[src/rtl/mmio_uart_tx_pkg.sv]
// Shared constants and types for the memory-mapped UART transmitter.
// Register offsets, STATUS bit positions and TX FSM states.
package mmio_uart_tx_pkg;

    localparam logic [3:0] OFF_TXDATA = 4'h0;
    localparam logic [3:0] OFF_STATUS = 4'h4;

    localparam int ST_FULL   = 0;
    localparam int ST_EMPTY  = 1;
    localparam int ST_BUSY   = 2;
    localparam int ST_OVF    = 3;
    localparam int ST_CNT_LO = 8;

    typedef enum logic [1:0] {
        S_IDLE  = 2'd0,
        S_START = 2'd1,
        S_DATA  = 2'd2,
        S_STOP  = 2'd3
    } tx_state_e;

endpackage

[src/rtl/mmio_uart_tx_sync_fifo.sv]
// First-word fall-through synchronous FIFO.
// Count carries one extra bit so full and empty never alias.
module sync_fifo #(
    parameter  int W     = 8,
    parameter  int DEPTH = 8,
    localparam int AW    = $clog2(DEPTH)
) (
    input  logic          iclk,
    input  logic          irst,
    input  logic          iwr,
    input  logic [W-1:0]  iwdata,
    input  logic          ird,
    output logic [W-1:0]  ordata,
    output logic          ofull,
    output logic          oempty,
    output logic [AW:0]   ocount
);

    logic [W-1:0]  mem_q [DEPTH];
    logic [AW-1:0] wptr_q;
    logic [AW-1:0] rptr_q;
    logic [AW:0]   count_q;
    logic [AW:0]   count_d;
    logic          wr_ok;
    logic          rd_ok;

    assign ofull  = (count_q == (AW+1)'(DEPTH));
    assign oempty = (count_q == '0);
    assign ocount = count_q;
    assign ordata = mem_q[rptr_q];

    // A full FIFO still accepts a write when a read frees a slot.
    assign rd_ok = ird & ~oempty;
    assign wr_ok = iwr & (~ofull | rd_ok);

    always_comb begin
        count_d = count_q;
        if (wr_ok && !rd_ok) begin
            count_d = count_q + 1'b1;
        end else if (rd_ok && !wr_ok) begin
            count_d = count_q - 1'b1;
        end
    end

    always_ff @(posedge iclk) begin
        if (wr_ok) begin
            mem_q[wptr_q] <= iwdata;
        end
    end

    always_ff @(posedge iclk) begin
        if (irst) begin
            wptr_q  <= '0;
            rptr_q  <= '0;
            count_q <= '0;
        end else begin
            if (wr_ok) begin
                wptr_q <= wptr_q + 1'b1;
            end
            if (rd_ok) begin
                rptr_q <= rptr_q + 1'b1;
            end
            count_q <= count_d;
        end
    end

endmodule

[src/rtl/mmio_uart_tx.sv]
// MMIO UART transmitter: TXDATA/STATUS registers, TX FIFO and 8N1 serialiser.
// otx is registered from the current FSM state, so it trails state by one cycle.
module mmio_uart_tx
    import mmio_uart_tx_pkg::*;
#(
    parameter int          MP_DATA_WIDTH = 32,
    parameter logic [31:0] MP_BASE_ADDR  = 32'h1000_0000,
    parameter int          MP_CLK_DIV    = 868,
    parameter int          MP_FIFO_DEPTH = 8
) (
    input  logic                     iclk,
    input  logic                     irst,
    input  logic [31:0]              iaddr,
    input  logic                     iwen,
    input  logic [MP_DATA_WIDTH-1:0] iwdata,
    output logic [MP_DATA_WIDTH-1:0] ordata,
    output logic                     osel,
    output logic                     otx,
    output logic                     oirq
);

    localparam int          CW      = $clog2(MP_FIFO_DEPTH) + 1;
    localparam logic [15:0] TICK_AT = 16'(MP_CLK_DIV - 1);

    logic [3:0]    off;
    logic          push;
    logic          pop;
    logic [7:0]    f_data;
    logic          f_full;
    logic          f_empty;
    logic [CW-1:0] f_count;
    logic [7:0]    cnt8;
    logic [11:0]   status;
    logic          ovf_set;
    logic          ovf_clr;
    logic          tick;

    tx_state_e   state_q, state_d;
    logic [15:0] baud_q, baud_d;
    logic [2:0]  bit_q, bit_d;
    logic [7:0]  shift_q, shift_d;
    logic        tx_q, tx_d;
    logic        ovf_q, ovf_d;

    assign off  = iaddr[3:0];
    assign osel = (iaddr[31:4] == MP_BASE_ADDR[31:4]);
    assign push = osel & iwen & (off == OFF_TXDATA);
    assign tick = (baud_q == TICK_AT);

    sync_fifo #(
        .W     (8),
        .DEPTH (MP_FIFO_DEPTH)
    ) u_fifo (
        .iclk   (iclk),
        .irst   (irst),
        .iwr    (push),
        .iwdata (iwdata[7:0]),
        .ird    (pop),
        .ordata (f_data),
        .ofull  (f_full),
        .oempty (f_empty),
        .ocount (f_count)
    );

    assign cnt8 = 8'(f_count);

    always_comb begin
        status               = '0;
        status[ST_FULL]      = f_full;
        status[ST_EMPTY]     = f_empty;
        status[ST_BUSY]      = (state_q != S_IDLE);
        status[ST_OVF]       = ovf_q;
        status[ST_CNT_LO+:4] = cnt8[3:0];
    end

    always_comb begin
        ordata = '0;
        if (osel && off == OFF_STATUS) begin
            ordata[11:0] = status;
        end
    end

    // A drop and a clear landing together leave overflow set.
    assign ovf_set = push & f_full & ~pop;
    assign ovf_clr = osel & iwen & (off == OFF_STATUS) & iwdata[ST_OVF];
    assign ovf_d   = ovf_set | (ovf_q & ~ovf_clr);

    always_comb begin
        state_d = state_q;
        baud_d  = baud_q;
        bit_d   = bit_q;
        shift_d = shift_q;
        pop     = 1'b0;
        if (state_q != S_IDLE) begin
            baud_d = tick ? '0 : baud_q + 1'b1;
        end
        unique case (state_q)
            S_IDLE: begin
                baud_d = '0;
                if (!f_empty) begin
                    pop     = 1'b1;
                    shift_d = f_data;
                    state_d = S_START;
                end
            end
            S_START: begin
                if (tick) begin
                    state_d = S_DATA;
                    bit_d   = '0;
                end
            end
            S_DATA: begin
                if (tick) begin
                    shift_d = {1'b0, shift_q[7:1]};
                    bit_d   = bit_q + 1'b1;
                    if (bit_q == 3'd7) begin
                        state_d = S_STOP;
                    end
                end
            end
            S_STOP: begin
                if (tick) begin
                    if (!f_empty) begin
                        pop     = 1'b1;
                        shift_d = f_data;
                        state_d = S_START;
                    end else begin
                        state_d = S_IDLE;
                    end
                end
            end
            default: state_d = S_IDLE;
        endcase
    end

    always_comb begin
        tx_d = 1'b1;
        unique case (state_q)
            S_IDLE:  tx_d = 1'b1;
            S_START: tx_d = 1'b0;
            S_DATA:  tx_d = shift_q[0];
            S_STOP:  tx_d = 1'b1;
            default: tx_d = 1'b1;
        endcase
    end

    always_ff @(posedge iclk) begin
        if (irst) begin
            state_q <= S_IDLE;
            baud_q  <= '0;
            bit_q   <= '0;
            shift_q <= '0;
            tx_q    <= 1'b1;
            ovf_q   <= 1'b0;
        end else begin
            state_q <= state_d;
            baud_q  <= baud_d;
            bit_q   <= bit_d;
            shift_q <= shift_d;
            tx_q    <= tx_d;
            ovf_q   <= ovf_d;
        end
    end

    assign otx  = tx_q;
    assign oirq = f_empty & (state_q == S_IDLE);

    logic unused_ok;
    assign unused_ok = ^{iwdata[MP_DATA_WIDTH-1:8], cnt8[7:4]};

endmodule

[config.mk]
export PLATFORM = sky130hd
export DESIGN_NAME = mmio_uart_tx
export DESIGN_NICKNAME = d
export VERILOG_FILES = /design/src/rtl/mmio_uart_tx_pkg.sv /design/src/rtl/mmio_uart_tx_sync_fifo.sv /design/src/rtl/mmio_uart_tx.sv
export SDC_FILE = /design/constraint.sdc
export NUM_CORES = 1
export LEC_CHECK = 0
export BUFFER_PORTS_ARGS = -buffer_cell sky130_fd_sc_hd__buf_4
export CAP_MARGIN = 15
export CORE_UTILIZATION = 50
export CTS_CLUSTER_SIZE = 20
export DETAILED_ROUTE_END_ITERATION = 12
export MAX_ROUTING_LAYER = met4
export PLACE_DENSITY_LB_ADDON = 0.1
export RECOVER_POWER = 25
export SLEW_MARGIN = 30
export SYNTH_ARGS = -nofsm -noshare
export SYNTH_HDL_FRONTEND = slang
export SYNTH_HIERARCHICAL = 1
export SYNTH_SLANG_ARGS = --single-unit
[constraint.sdc]
create_clock -name iclk -period 3.85 [get_ports iclk]
set_input_delay 0.77 -clock iclk [delete_from_list [all_inputs] [get_ports iclk]]
set_output_delay 0.77 -clock iclk [all_outputs]
set_load 0.02 [all_outputs]
==> summary.txt, run 1 <==
================================================================================
Result of the run                                                   complete, no violations
Layout fillers                                                               740
Endpoint type of the worst setup path                                   register
Total negative slack for setup checks                                       0 ns
Number of cells in the finished layout apart from fillers                    580
Post-route ant nets                                                            0
Hold Crit Class                                                       reg -> reg
Unrepaired setup endpoints after global routing                               no
Root cell of the clock tree                                             clkbuf_8
Transition at the pin with the smallest max-transition slack            0.793 ns
Count of mapped cells out of synthesis                                       384
Cell area after synthesis                                               4960 µm²
Initial Util                                                               52.7%
Wire per inst                                                            15.7 µm
DP Cell Count                                                                565
Power density over the cells                                          365 nW/µm²
Vias                                                                        2990
Grt total ovfl                                                                 0
Share of the cycle needed by the critical path after routing               86.2%
Met2 track demand over resource in global routing                          33.1%
1st-iter DRT viols                                                           135
Number of setup violations in the final report                                 0
Count of maximum capacitance violations                                        0
Number of synthesized register bits                                          108
# DRC                                                                          0
Most frequent cells in the layout                                   64 x edfxtp_1, 60 x buf_4, 51 x nor2_1
Via density                                                                 5.16
CP most frequent cell                                                       ha_1
Hold Vio Cnt, Final                                                            0
Number of pins exceeding their max-slew limit in the final report              0
Worst setup slack after layout                                          0.530 ns
Global-route wire length before repair                                   14.2 mm
Detailed Place HPWL                                                      6.24 mm
Layout overhead on the synthesized area                                    12.5%
# hold bufs at CTS                                                             0
Clock Latency Late Sink                                                  0.37 ns
Met3 Use GR                                                                4.83%
Drt total wl                                                             9.12 mm
Proportion of layout cells with a drive suffix above 1                     25.3%
Final estimated routing congestion in global placement                     0.763
Detailed Routing Iterations Pass 1                                             4
CTS clock-pin slew for the worst setup and hold paths                    0.09 ns
Synth warn                                                                     6
Worst Path Required                                                      4.11 ns
Maximum ir drop on the vdd rail                                         0.305 mV
Max clock buf depth                                                            2
Average cell area after synthesis                                       12.9 µm²
Global-route usage over all layers                                         19.3%
Most common library cell in the layout ignoring fill and taps           edfxtp_1
Core Area                                                               9420 µm²
Met1 track utilization from global routing                                 21.7%
Slew HR                                                                    46.6%
Achievable Freq                                                          301 MHz
Clock Skews                                                            0.0112 ns
Arrival @ worst endpoint                                                 3.58 ns
Count of input and output buffers                                             53
Delay of the slowest cell on the worst path                              0.38 ns
Die span in y                                                             102 µm
Die Area                                                               10300 µm²
Kind of start point of the critical path                                register
Leak pwr                                                                 1.95 nW
Number of antenna violations at the first check in global routing              0
CTS tree                                                                     yes
Cell-by-cell trace of the critical path                             ha_1, nor4b_2, and4b_1, a21oi_1, nor3_2, o41ai_2, ha_1, inv_1, ha_1, a21oi_1, a211oi_1, a31oi_1, mux2_2
Pin count of the biggest net entering global routing                          30
Portion of the post-synthesis area used by sequential elements             56.5%
Maximum fanout count along the critical path                                   4
Start-to-end type of the worst setup path                             reg -> reg
Via count of the first global-routing pass                                  2858
Final period demand of the worst path                                    3.32 ns
Cell type of the slowest stage on the worst timing path                  dfxtp_1
TritonCTS Buffers                                                              9
Row cnt                                                                       35
Global routing's busiest layer                                              met2
Count of cell types in the netlist                                            52
Number of nets in the layout                                                 529
Placement Setup Slack                                                   0.122 ns
Number of H-tree branching levels                                              3
Top-level I/O count                                                          102
Clock net sink count                                                         108
Ant. Diodes                                                                    0
Die Span X                                                                102 µm
================================================================================
worst max-delay path: cells and delay by family, from the launching register on:
kind | cells | cell delay, ns
AOI/OAI and AO/OA | 5 | 0.82
and+or+nand+nor | 3 | 0.79
adders and majority gates | 3 | 0.76
DFF | 1 | 0.38
muxes | 1 | 0.34
buffers and inverters | 1 | 0.13
layer usage:
layer  wire (µm)  part of all wire (%)
met1        4020                    44
met2        4430                    49
met5           0                     0
met4         195                   2.1
met3         469                   5.1
sequential cells by signal (all words and copies together) (netlist names), named ones only:
register	cells
shift_q	8
otx	1
state_q	2
u_fifo/wptr_q	3
u_fifo/ocount	4
bit_q	3
u_fifo/mem_q	64
ovf_q	1
u_fifo/rptr_q	3
baud_q	16
what timing repair did:
| item | 4_1_cts | 5_1_grt |
|---|---|---|
| buffers inserted | 0 | 0 |
| setup endpoints to repair | 0 | 1 |
| gates resized for setup | 0 | 1 |
final cells by class:
type | instances | area, µm² | share of cell area (%)
inverters | 12 | 45.0 | 0.807
multi-input cells | 250 | 1930 | 34.6
clock inverters | 5 | 37.5 | 0.673
clock buffers | 10 | 128 | 2.29
repair buffers | 66 | 473 | 8.48
well taps | 129 | 161 | 2.89
flip-flops and latches | 108 | 2800 | 50.2
kinds of logic after synthesis:
logic type | synth area share (%)
simple gates | 13.0
flops | 56.5
buf+inv | 6.41
mux | 11.7
compound gates | 4.82
xor+xnor | 3.53
fa+ha+maj | 3.93
other cells | 0.0756
synthesized netlist by cell type (all sizes together):
| master | count | share of area (%) |
|---|---|---|
| edfxtp | 64 | 39 |
| nor2 | 52 | 4.0 |
| dfxtp | 44 | 18 |
| buf | 34 | 5.3 |
| mux4 | 16 | 7.3 |
| ha | 14 | 3.5 |
| nand2 | 14 | 1.1 |
| inv | 12 | 0.91 |
| mux2i | 12 | 2.4 |
| nor4 | 12 | 1.9 |
| xnor2 | 10 | 1.8 |
| xor2 | 10 | 1.8 |
| a211oi | 9 | 1.4 |
| and2 | 9 | 1.1 |
| mux2 | 9 | 2.0 |
| a21oi | 8 | 0.81 |
| nor3 | 8 | 0.81 |
| nand3 | 7 | 0.71 |
| nand4 | 5 | 0.63 |
| nand2b | 4 | 0.50 |
| clkbuf | 3 | 0.23 |
| nor2b | 3 | 0.38 |
| o21ai | 3 | 0.61 |
| a22oi | 2 | 0.30 |
| and4b | 2 | 0.40 |
| nor4b | 2 | 0.48 |
| or3 | 2 | 0.25 |
| a211o | 1 | 0.18 |
| a221oi | 1 | 0.30 |
| a31o | 1 | 0.18 |
| a31oi | 1 | 0.13 |
| and3 | 1 | 0.15 |
| conb | 1 | 0.076 |
| fa | 1 | 0.40 |
| nand4b | 1 | 0.18 |
| o211ai | 1 | 0.15 |
| o21a | 1 | 0.30 |
| o311ai | 1 | 0.18 |
| o41ai | 1 | 0.33 |
| or2 | 1 | 0.13 |
| or4b | 1 | 0.28 |
final timing paths:
| path | start | end | slack [ns] | cells after the start |
|---|---|---|---|---|
| min | baud_q[0] | baud_q[0] | 0.48 | 1 |
| max reg2reg | baud_q[0] | u_fifo/ocount[3] | 0.53 | 13 |
| min reg2reg | baud_q[0] | baud_q[0] | 0.48 | 1 |
| max | baud_q[0] | u_fifo/ocount[3] | 0.53 | 13 |
power breakdown:
part / switching [W] / total, W / internal [W] / leakage (nW)
Sequential: 0.00000792 / 0.00124 / 0.00123 / 0.929
Combinational: 0.000115 / 0.000188 / 0.0000727 / 0.935
Clock: 0.000371 / 0.000608 / 0.000237 / 0.0844
stage by stage:
stage,instance area (µm²),power (W),hold WS [ns],util (%)
2_1_floorplan,5050,0.00141,0.426,-
3_3_place_gp,5430,0.00145,0.443,57.7
3_5_place_dp,5430,0.00146,0.456,57.7
4_1_cts,5600,0.00206,0.479,59.4
5_1_grt,5580,0.00212,0.501,59.3
6_report,5580,0.00204,0.478,59.3
No activity file was read; power rests on OpenSTA's default activity.
==> run 2, diff against run 1 <==
--- a/config.mk
+++ b/config.mk
@@ -5,6 +5,7 @@
 export SDC_FILE = /design/constraint.sdc
 export NUM_CORES = 1
 export LEC_CHECK = 0
+export ABC_AREA = 1
 export BUFFER_PORTS_ARGS = -buffer_cell sky130_fd_sc_hd__buf_4
 export CAP_MARGIN = 15
 export CORE_UTILIZATION = 50
==> run 2 against run 1 <==
Compared with the run above:
- worst hold slack worse by 0.0027 ns
- clock skew grew 0.0012 ns
- power increased by 2.4%
- maximum frequency rose by 13%
- final area grew 7.0%
- flip-flop and latch count unchanged
- non-clock buffer count stayed put
- core utilization is 1.4 points lower
- critical endpoint unchanged
==> summary.txt, run 2 <==
====================================================================================
Largest area contributor in the netlist                                     edfxtp_1
Via density                                                                     4.99
Detailed Place HPWL                                                          7.30 mm
Detailed Routing Iterations Pass 1                                                 5
Most instantiated cells after synthesis                                 118 x nor2_1, 111 x nand2_1, 64 x edfxtp_1
Transition at the pin with the smallest max-transition slack                0.623 ns
Power density over the cells                                              349 nW/µm²
Largest family of logic cells by synthesized area                       simple AND/OR/NAND/NOR gates
Wire per inst                                                                12.9 µm
Root cell of the clock tree                                                 clkbuf_8
Slew HR                                                                        58.5%
Achievable Freq                                                              339 MHz
Worst Hold Launch                                                         shift_q[1]
Flip-flop and latch area                                                    2800 µm²
Area used by multi-input combinational logic                                2110 µm²
Share of the cycle needed by the critical path after routing                   76.6%
Top area cells in the synthesized netlist                               edfxtp_1 36%, dfxtp_1 17%, nor2_1 8.3%
Hold Vio Cnt, Final                                                                0
Resized Gates After CTS                                                            0
Proportion of synthesized flip-flops having asynchronous set or reset             0%
Initial Util                                                                   51.7%
Dominant register cell in the synthesized netlist                           edfxtp_1
Cell area after synthesis                                                   5340 µm²
Top-area cell type share of the netlist area                                   36.0%
Number of setup violations in the final report                                     0
Ant. Diodes                                                                        0
Global-route usage over all layers                                             20.9%
Final std cell area, no fill                                                5970 µm²
Area share of xor/xnor cells in the synthesized design                        0.821%
PnR Total Power                                                            0.00208 W
Adder-Cell Fraction of Synth Area                                              3.66%
Most common library cell in the layout ignoring fill and taps                 nor2_1
Die span in y                                                                 105 µm
Leak pwr                                                                     2.34 nW
Via count of the first global-routing pass                                      3854
Count of maximum capacitance violations                                            0
R2r worst-path depth                                                              19
Row cnt                                                                           37
Top-level I/O count                                                              102
Worst Path Required                                                          4.14 ns
Final estimated routing congestion in global placement                         0.837
Number of pins exceeding their max-slew limit in the final report                  0
Clock net sink count                                                             108
Number of nets in the layout                                                     757
Launching instance or port of the critical path                           state_q[0]
Synthesized-area fraction occupied by and/or/nand/nor cells                    23.8%
Layout overhead on the synthesized area                                        11.8%
Number of enable-type register cells in the synthesized netlist                   64
Total negative slack for setup checks                                           0 ns
# hold bufs at CTS                                                                 0
CTS tree                                                                         yes
Number of cells in the finished layout apart from fillers                        816
Post-route ant nets                                                                0
Grt total ovfl                                                                     0
Registers with the most flip-flops                                      u_fifo/mem_q (64), baud_q (16), shift_q (8)
Largest reg by FF count                                                 u_fifo/mem_q
Count of cell types in the netlist                                                42
Max clock buf depth                                                                2
Minimum hold slack                                                          0.475 ns
Synthesized-area fraction occupied by ao, oa, aoi and oai cells                9.71%
Count of mapped cells out of synthesis                                           613
TritonCTS Buffers                                                                  9
DP Cell Count                                                                    800
Portion of the post-synthesis area used by sequential elements                 52.5%
Reg2reg end                                                             u_fifo/ocount[3]
Start-to-end type of the worst setup path                                 reg -> reg
Number of H-tree branching levels                                                  3
Clock Skews                                                                0.0123 ns
Endpoint type of the worst setup path                                       register
1st-iter DRT viols                                                               278
Setup slack of the most critical reg-to-reg path                             0.90 ns
Number of synthesized register bits                                              108
Proportion of layout cells with a drive suffix above 1                         15.4%
Leading cell type by number of instances after synthesis                      nor2_1
Global-route wire length before repair                                       17.6 mm
Count of input and output buffers                                                 53
Clock Latency Late Sink                                                      0.38 ns
Maximum fanout count along the critical path                                       9
# DRC                                                                              0
Maximum ir drop on the vdd rail                                             0.238 mV
Number of antenna violations at the first check in global routing                  0
Synth warn                                                                         6
Vias                                                                            4072
CTS clock-pin slew for the worst setup and hold paths                        0.11 ns
Result of the run                                                       complete, no violations
Fraction of synthesized area in multiplexers                                      0%
Number of buffers inserted to repair setup after CTS                               0
Destination of the critical timing path                                 u_fifo/ocount[3]
Drt total wl                                                                 10.5 mm
Startpoint of the most critical register-to-register path                 state_q[0]
Flip-flop count of the largest register, all copies and words added               64
Average cell area after synthesis                                           8.71 µm²
Layout fillers                                                                   932
Placed Instance Area                                                        5800 µm²
Die Area                                                                   11100 µm²
Kind of start point of the critical path                                    register
Core Area                                                                  10300 µm²
Arrival @ worst endpoint                                                     3.24 ns
Die Span X                                                                    105 µm
Unrepaired setup endpoints after global routing                                   no
Most frequent cells in the layout                                       118 x nor2_1, 111 x nand2_1, 64 x edfxtp_1
Pin count of the biggest net entering global routing                              33
Hold Crit Class                                                           reg -> reg
Final period demand of the worst path                                        2.95 ns
====================================================================================
==> run 2: cell families after synthesis <==
kind of cell | count (synthesis)
other cells | 1
flops | 108
buf+inv | 93
fa+ha+maj | 15
simple gates | 294
compound gates | 97
xor+xnor | 5
==> run 2: per-stage QoR <==
stage | util, % | setup slack, ns
after CTS | 58.1 | 0.888
after global routing | 57.8 | 0.580
after detailed placement | 56.1 | 0.878
final | 57.8 | 0.901
after global placement | 56.1 | 0.915
after floorplan | - | 1.14
==> run 2: worst min-delay path by stage <==
stage | endpoint | slack (ns) | cells past startpoint
floorplan | baud_q[0] | 0.43 | 1
global placement | baud_q[0] | 0.44 | 1
detailed placement | shift_q[1] | 0.46 | 2
CTS | shift_q[1] | 0.47 | 2
global route | shift_q[4] | 0.49 | 2
finish | shift_q[1] | 0.47 | 2
==> run 2: where the power goes <==
part | leakage, nW | internal, W | switching, W
sequential | 0.930 | 0.00123 | 0.00000720
clock | 0.0981 | 0.000256 | 0.000421
combinational | 1.31 | 0.0000630 | 0.000109
total | 2.34 | 0.00155 | 0.000537
==> run 2: layout make-up <==
| type | instances | share of cell area, % |
|---|---|---|
| clock buffer | 9 | 2.08 |
| inverter | 55 | 3.54 |
| tap | 136 | 2.85 |
| timing repair buffer | 66 | 7.86 |
| clock inverter | 7 | 1.26 |
| sequential | 108 | 47.0 |
| multi-input combinational | 435 | 35.4 |
==> run 2: metal layers <==
metal | global-route usage [%] | share of wire [%] | vias to the layer above
met5 | - | 0 | -
met4 | 7.95 | 2.2 | 0
met3 | 3.83 | 3.4 | 26
met2 | 36.3 | 51 | 87
met1 | 24.1 | 44 | 1861
li1 | - | - | 2098
==> run 2: critical path: stages (launching register included) <==
cell,delay (ns)
dfxtp_1,0.37
inv_1,0.14
ha_1,0.18
clkinv_1,0.23
a211oi_1,0.27
nand2_1,0.13
inv_1,0.12
inv_1,0.06
nand4_2,0.17
nand2_1,0.07
inv_1,0.08
ha_1,0.16
inv_1,0.09
ha_1,0.33
a21oi_1,0.21
nand2_1,0.07
nand2_1,0.06
nand3_1,0.06
nand2_1,0.06
inv_1,0.03
